==> src/rtl/tlc_phase_arbiter.sv <==
`default_nettype none
// ============================================================================
// Module      : tlc_phase_arbiter
// Description : Demand-actuated phase scheduler for one intersection.
//               Shares right-of-way between the north-south and east-west
//               approaches with min/max green, yellow and all-red clearance.
//               Optional pedestrian phase after AR2 when the macro
//               TLC_PED_EN is defined; without it ped_req is ignored and
//               walk stays low.
// Revision    : 1.0 - initial release
// ============================================================================
module tlc_phase_arbiter #(
    parameter int MIN_GREEN   = 4,
    parameter int MAX_GREEN   = 3000,
    parameter int YELLOW_TIME = 500,
    parameter int ALLRED_TIME = 100,
    parameter int PED_TIME    = 800,
    parameter int CWIDTH      = 16
) (
    input  logic       clk,
    input  logic       rst_n,
    input  logic       ns_req,
    input  logic       ew_req,
    input  logic       ped_req,
    output logic       NS_Red,
    output logic       NS_Yellow,
    output logic       NS_Green,
    output logic       EW_Red,
    output logic       EW_Yellow,
    output logic       EW_Green,
    output logic       walk,
    output logic [2:0] phase
);

    typedef enum logic [2:0] {
        NS_G = 3'd0,
        NS_Y = 3'd1,
        AR1  = 3'd2,
        EW_G = 3'd3,
        EW_Y = 3'd4,
        AR2  = 3'd5,
        PED  = 3'd6
    } state_t;

    // Terminal counter values: a timed state lasts N cycles when it exits at N-1.
    localparam logic [CWIDTH-1:0] MIN_LAST    = CWIDTH'(MIN_GREEN - 1);
    localparam logic [CWIDTH-1:0] MAX_LAST    = CWIDTH'(MAX_GREEN - 1);
    localparam logic [CWIDTH-1:0] YELLOW_LAST = CWIDTH'(YELLOW_TIME - 1);
    localparam logic [CWIDTH-1:0] ALLRED_LAST = CWIDTH'(ALLRED_TIME - 1);
    localparam logic [CWIDTH-1:0] PED_LAST    = CWIDTH'(PED_TIME - 1);

    state_t            state;
    state_t            next_state;
    logic [CWIDTH-1:0] cnt;
    logic              ns_dem;
    logic              ew_dem;
    logic              ped_go;

`ifdef TLC_PED_EN
    logic              ped_dem;

    // Pedestrian latch: set by the button, cleared on entering PED (clear wins).
    always_ff @(posedge clk or negedge rst_n) begin
        if (!rst_n) begin
            ped_dem <= 1'b0;
        end else if (next_state == PED && state != PED) begin
            ped_dem <= 1'b0;
        end else if (ped_req) begin
            ped_dem <= 1'b1;
        end
    end

    assign ped_go = ped_dem;
    assign walk   = (state == PED);
`else
    // Button input has no function in this build.
    logic unused_ped_req;
    assign unused_ped_req = ped_req;
    assign ped_go         = 1'b0;
    assign walk           = 1'b0;
`endif

    // Next-state selection; greens leave only when the opposing approach waits.
    always_comb begin
        next_state = NS_G;
        case (state)
            NS_G: begin
                next_state = NS_G;
                if (ew_dem && ((cnt >= MIN_LAST && !ns_req) || cnt >= MAX_LAST))
                    next_state = NS_Y;
            end
            NS_Y: next_state = (cnt == YELLOW_LAST) ? AR1 : NS_Y;
            AR1:  next_state = (cnt == ALLRED_LAST) ? EW_G : AR1;
            EW_G: begin
                next_state = EW_G;
                if (ns_dem && ((cnt >= MIN_LAST && !ew_req) || cnt >= MAX_LAST))
                    next_state = EW_Y;
            end
            EW_Y: next_state = (cnt == YELLOW_LAST) ? AR2 : EW_Y;
            AR2: begin
                next_state = AR2;
                if (cnt == ALLRED_LAST)
                    next_state = ped_go ? PED : NS_G;
            end
            PED:  next_state = (cnt == PED_LAST) ? NS_G : PED;
            default: next_state = NS_G;
        endcase
    end

    // State, phase counter and approach demand latches.
    always_ff @(posedge clk or negedge rst_n) begin
        if (!rst_n) begin
            state  <= NS_G;
            cnt    <= '0;
            ns_dem <= 1'b0;
            ew_dem <= 1'b0;
        end else begin
            state <= next_state;

            if (next_state != state)
                cnt <= '0;
            else if ((state == NS_G || state == EW_G) && cnt >= MAX_LAST)
                cnt <= MAX_LAST;
            else
                cnt <= cnt + 1'b1;

            if (next_state == NS_G && state != NS_G)
                ns_dem <= 1'b0;
            else if (ns_req && state != NS_G)
                ns_dem <= 1'b1;

            if (next_state == EW_G && state != EW_G)
                ew_dem <= 1'b0;
            else if (ew_req && state != EW_G)
                ew_dem <= 1'b1;
        end
    end

    // Lamp decode straight from the state register; illegal codes show all-red.
    always_comb begin
        NS_Red    = 1'b0;
        NS_Yellow = 1'b0;
        NS_Green  = 1'b0;
        EW_Red    = 1'b0;
        EW_Yellow = 1'b0;
        EW_Green  = 1'b0;
        case (state)
            NS_G: begin NS_Green  = 1'b1; EW_Red = 1'b1; end
            NS_Y: begin NS_Yellow = 1'b1; EW_Red = 1'b1; end
            EW_G: begin EW_Green  = 1'b1; NS_Red = 1'b1; end
            EW_Y: begin EW_Yellow = 1'b1; NS_Red = 1'b1; end
            default: begin NS_Red = 1'b1; EW_Red = 1'b1; end
        endcase
    end

    assign phase = state;

endmodule
`default_nettype wire

==> config.mk <==
export PLATFORM = sky130hd
export DESIGN_NAME = tlc_phase_arbiter
export DESIGN_NICKNAME = d
export VERILOG_FILES = /design/src/rtl/tlc_phase_arbiter.sv
export SDC_FILE = /design/constraint.sdc
export NUM_CORES = 1
export LEC_CHECK = 0
export BUFFER_PORTS_ARGS = -buffer_cell sky130_fd_sc_hd__buf_2
export CAP_MARGIN = 5
export CORE_MARGIN = 1
export CORE_UTILIZATION = 45
export DETAILED_ROUTE_END_ITERATION = 8
export GPL_TIMING_DRIVEN = 0
export HOLD_SLACK_MARGIN = 0.02
export PLACE_DENSITY = 0.63
export RECOVER_POWER = 100
export SLEW_MARGIN = 20
export SYNTH_ARGS = -nofsm -noshare
export SYNTH_HDL_FRONTEND = slang
export SYNTH_SLANG_ARGS = --single-unit
==> constraint.sdc <==
create_clock -name clk -period 2.3 [get_ports clk]
set_input_delay 0.23 -clock clk [delete_from_list [all_inputs] [get_ports clk]]
set_output_delay 0.23 -clock clk [all_outputs]
set_load 0.02 [all_outputs]
==> impl_metrics.xml <==
<?xml version="1.0" encoding="UTF-8"?>
<metrics>
  <group name="critical_path">
    <metric name="r2r_setup_slack" unit="ps">40</metric>
    <metric name="setup.worst_path.class" unit="">flop to flop</metric>
    <metric name="timing.critical_path.required" unit="ps">2530</metric>
    <metric name="critical_path_peak_fanout" unit="">10</metric>
    <metric name="timing.critical_path.arrival" unit="ps">2490</metric>
    <metric name="endpoint_kind" unit="">flop</metric>
    <metric name="cp-start-kind" unit="">flop</metric>
  </group>
  <group name="yosys">
    <metric name="ys_types" unit="">45</metric>
    <metric name="async_reset_ff_share" unit="%">100</metric>
    <metric name="synth_top_flop_cell" unit="">sky130_fd_sc_hd__dfrtp_1</metric>
    <metric name="syn_inst" unit="">148</metric>
    <metric name="register_bit_count_reported_by_yosys" unit="">21</metric>
    <metric name="synth_edf_count" unit="">0</metric>
    <metric name="synth_nets" unit="">154</metric>
    <metric name="synthesis.yosys.warnings" unit="">0</metric>
    <metric name="synth.yosys.seq_area_share" unit="%">38.1</metric>
    <metric name="post_synthesis_cell_area" unit="µm²">1380</metric>
    <metric name="postSynthAreaPerCell" unit="µm²">9.32</metric>
  </group>
  <group name="finish">
    <metric name="register_area" unit="µm²">531</metric>
    <metric name="multi_input_area" unit="µm²">881</metric>
    <metric name="final_core_util" unit="%">60.3</metric>
    <metric name="fillerInstances" unit="">253</metric>
    <metric name="design_area" unit="µm²">1710</metric>
    <metric name="post_layout_nonfiller_instances" unit="">206</metric>
    <metric name="fin_nets" unit="">182</metric>
    <metric name="drive_above_1_share" unit="%">29.7</metric>
    <metric name="synthToLayoutAreaGrowth" unit="%">23.7</metric>
    <metric name="antenna_cells_inserted" unit="">0</metric>
  </group>
  <group name="timing">
    <metric name="fmaxAchievable" unit="GHz">0.443</metric>
    <metric name="setup_viol" unit="">0</metric>
    <metric name="finalHoldViolCount" unit="">0</metric>
    <metric name="report.final.slew_viol_count" unit="">0</metric>
    <metric name="min_period" unit="ps">2260</metric>
    <metric name="timing.slew.headroom" unit="%">24.2</metric>
    <metric name="layout_worst_path_cycle_share" unit="%">98.3</metric>
    <metric name="rsz_0062_raised_after_global_routing" unit="">true</metric>
    <metric name="tightestPinTransition" unit="ps">1140</metric>
    <metric name="setup-tns-final" unit="ps">0</metric>
    <metric name="timing.clock.skew" unit="ps">9.16</metric>
  </group>
  <group name="drt">
    <metric name="final_antenna_net_count" unit="">0</metric>
    <metric name="wirelength" unit="mm">3.15</metric>
    <metric name="drt_iter0_markers" unit="">25</metric>
    <metric name="routed_via_density" unit="">5.70</metric>
    <metric name="num_vias" unit="">1174</metric>
    <metric name="post_route_drc_violation_count" unit="">2</metric>
    <metric name="drt_first_pass_iters" unit="">6</metric>
    <metric name="detail_route.wl_per_cell" unit="µm">15.3</metric>
  </group>
  <group name="clock_network">
    <metric name="cts-buffers-inserted" unit="">3</metric>
    <metric name="cts-htree-levels" unit="">1</metric>
    <metric name="clock_latency" unit="ps">310</metric>
    <metric name="clk_pin_slew_worst_paths" unit="ps">130</metric>
    <metric name="cts_tree" unit="">done</metric>
    <metric name="clock_net_sink_count" unit="">21</metric>
    <metric name="ctsLongestPathBuffers" unit="">2</metric>
    <metric name="cts_root_buffer" unit="">sky130_fd_sc_hd__clkbuf_4</metric>
  </group>
  <group name="hold_path">
    <metric name="holdCritPathClass" unit="">input port to flop</metric>
  </group>
  <group name="floorplan">
    <metric name="die_height" unit="µm">57.4</metric>
    <metric name="start_util" unit="%">48.7</metric>
    <metric name="placement_rows" unit="">19</metric>
    <metric name="x_dimension_of_the_die" unit="µm">57.4</metric>
    <metric name="num_io_pins" unit="">15</metric>
    <metric name="coreArea" unit="µm²">2830</metric>
    <metric name="dieArea" unit="µm²">3290</metric>
  </group>
  <group name="placement">
    <metric name="post-place-cells" unit="">191</metric>
    <metric name="place.port_buffers" unit="">12</metric>
    <metric name="hpwl" unit="mm">2.11</metric>
    <metric name="placedInstanceArea" unit="µm²">1480</metric>
    <metric name="gpl.final_weighted_congestion" unit="">0.875</metric>
  </group>
  <group name="pwr">
    <metric name="peakVddDrop" unit="mV">0.557</metric>
    <metric name="powerDensity" unit="nW/µm²">674</metric>
    <metric name="power.static_leakage" unit="nW">0.734</metric>
    <metric name="design_power_total" unit="W">0.00115</metric>
  </group>
  <group name="run_status">
    <metric name="violations_in_the_final_reports" unit="">design-rule violations</metric>
    <metric name="outcome" unit="">finished with violations</metric>
  </group>
  <group name="global_routing">
    <metric name="grt_pass1_vias" unit="">1176</metric>
    <metric name="initial_antenna_violation_count" unit="">0</metric>
    <metric name="overflow" unit="">0</metric>
    <metric name="grt_util_all_layers" unit="%">20.8</metric>
    <metric name="grt_start_max_net_pins" unit="">22</metric>
    <metric name="grt_first_pass_wirelength" unit="mm">5.29</metric>
  </group>
  <group name="job">
    <metric name="cap_viol_max_count" unit="">0</metric>
  </group>
</metrics>
[where the power goes]
| part | internal [W] | total (W) | switching, W |
|---|---|---|---|
| logic | 0.000241 | 0.000499 | 0.000258 |
| registers | 0.000406 | 0.000465 | 0.0000586 |
| clock network | 0.0000649 | 0.000186 | 0.000121 |
| total | 0.000712 | 0.00115 | 0.000438 |
[what timing repair did]
item	in CTS	in global routing
gates resized for setup	5	19
pin swaps	2	5
buffers inserted	4	6
hold buffers	1	0
hold endpoints to repair	21	0
setup endpoints to repair	12	12
[registers in the layout (all words and copies together), names as in the netlist]
signal and flops:
ew_dem 1, cnt 16, ns_dem 1, phase 3
[logic make-up after synthesis]
group,Yosys count,share of synthesized area [%]
muxes,2,1.81
DFF,21,38.1
and+or+nand+nor,63,26.3
AOI/OAI and AO/OA,30,18.2
xor gates and xnor gates,14,8.89
buffers and inverters,16,5.54
adders and majority gates,1,0.907
other,1,0.272
[layout make-up]
| class | count | area share [%] |
|---|---|---|
| plain buffers | 7 | 3.15 |
| clock buffers | 3 | 1.32 |
| clock inverters | 1 | 0.293 |
| inverters | 9 | 2.13 |
| multi-input cells | 111 | 51.7 |
| flip-flops and latches | 21 | 31.1 |
| well taps | 31 | 2.27 |
| repair buffers | 23 | 8.07 |
[cell usage in the layout (no fill, tap or decap), types with 4 or more instances in the layout]
| cell type | n |
|---|---|
| sky130_fd_sc_hd__a211oi_2 | 7 |
| sky130_fd_sc_hd__a21oi_1 | 7 |
| sky130_fd_sc_hd__buf_2 | 9 |
| sky130_fd_sc_hd__buf_4 | 12 |
| sky130_fd_sc_hd__clkbuf_1 | 7 |
| sky130_fd_sc_hd__dfrtp_1 | 17 |
| sky130_fd_sc_hd__dfrtp_2 | 4 |
| sky130_fd_sc_hd__inv_1 | 7 |
| sky130_fd_sc_hd__nand2_1 | 16 |
| sky130_fd_sc_hd__nand3_1 | 5 |
| sky130_fd_sc_hd__nand4_1 | 7 |
| sky130_fd_sc_hd__nor2_1 | 14 |
| sky130_fd_sc_hd__nor4_4 | 5 |
| sky130_fd_sc_hd__xnor2_1 | 7 |
| sky130_fd_sc_hd__xor2_1 | 7 |
[synth_stat cells (2+ instances only)]
cell,instances,area [µm²]
sky130_fd_sc_hd__a211oi_2,7,87.6
sky130_fd_sc_hd__a21oi_1,8,40.0
sky130_fd_sc_hd__a41oi_1,2,17.5
sky130_fd_sc_hd__and2_1,2,12.5
sky130_fd_sc_hd__and3_1,3,18.8
sky130_fd_sc_hd__and4_1,2,17.5
sky130_fd_sc_hd__buf_2,4,20.0
sky130_fd_sc_hd__dfrtp_1,21,526
sky130_fd_sc_hd__inv_1,7,26.3
sky130_fd_sc_hd__nand2_1,16,60.1
sky130_fd_sc_hd__nand3_1,5,25.0
sky130_fd_sc_hd__nand4_1,7,43.8
sky130_fd_sc_hd__nor2_1,14,52.6
sky130_fd_sc_hd__nor3_1,2,10.0
sky130_fd_sc_hd__nor4_1,4,25.0
sky130_fd_sc_hd__nor4_4,2,42.5
sky130_fd_sc_hd__o21ai_0,2,10.0
sky130_fd_sc_hd__xnor2_1,7,61.3
sky130_fd_sc_hd__xor2_1,7,61.3
[path summary, 6_finish.rpt]
| path | end | from | cells after the start |
|---|---|---|---|
| max | cnt[2] | cnt[14] | 8 |
| max reg2reg | cnt[2] | cnt[14] | 8 |
| max in group asynchronous | cnt[13] | rst_n | 2 |
| min | ew_dem | ew_req | 3 |
| min reg2reg | ew_dem | ew_dem | 2 |
| min in group asynchronous | ns_dem | rst_n | 2 |
[metrics by stage]
| stage | hold WS (ps) | setup WS [ps] |
|---|---|---|
| 2_1_floorplan | -65.6 | 52.5 |
| 3_3_place_gp | 211 | -131 |
| 4_1_cts | 196 | 1.76 |
| 5_1_grt | 202 | -82.2 |
| 6_report | 200 | 40.2 |
| 3_5_place_dp | 223 | -126 |
[layer usage]
metal / vias to the layer above / track usage (%) / share of wire, %
met5: - / 0 / 0
met4: 0 / 9.41 / 0.57
met3: 2 / 3.63 / 4.1
met2: 31 / 34.9 / 49
met1: 555 / 26.2 / 46
li1: 586 / - / -
[worst max-delay path, stage by stage, from the launching register on]
cell and delay [ps]:
sky130_fd_sc_hd__dfrtp_2 450, sky130_fd_sc_hd__nor4_4 260, sky130_fd_sc_hd__buf_4 180, sky130_fd_sc_hd__nand4_1 150
sky130_fd_sc_hd__a2bb2oi_2 200, sky130_fd_sc_hd__o2111a_1 240, sky130_fd_sc_hd__mux2_4 340, sky130_fd_sc_hd__buf_12 160
sky130_fd_sc_hd__a211oi_2 190
No activity file was read; power rests on OpenSTA's default activity.
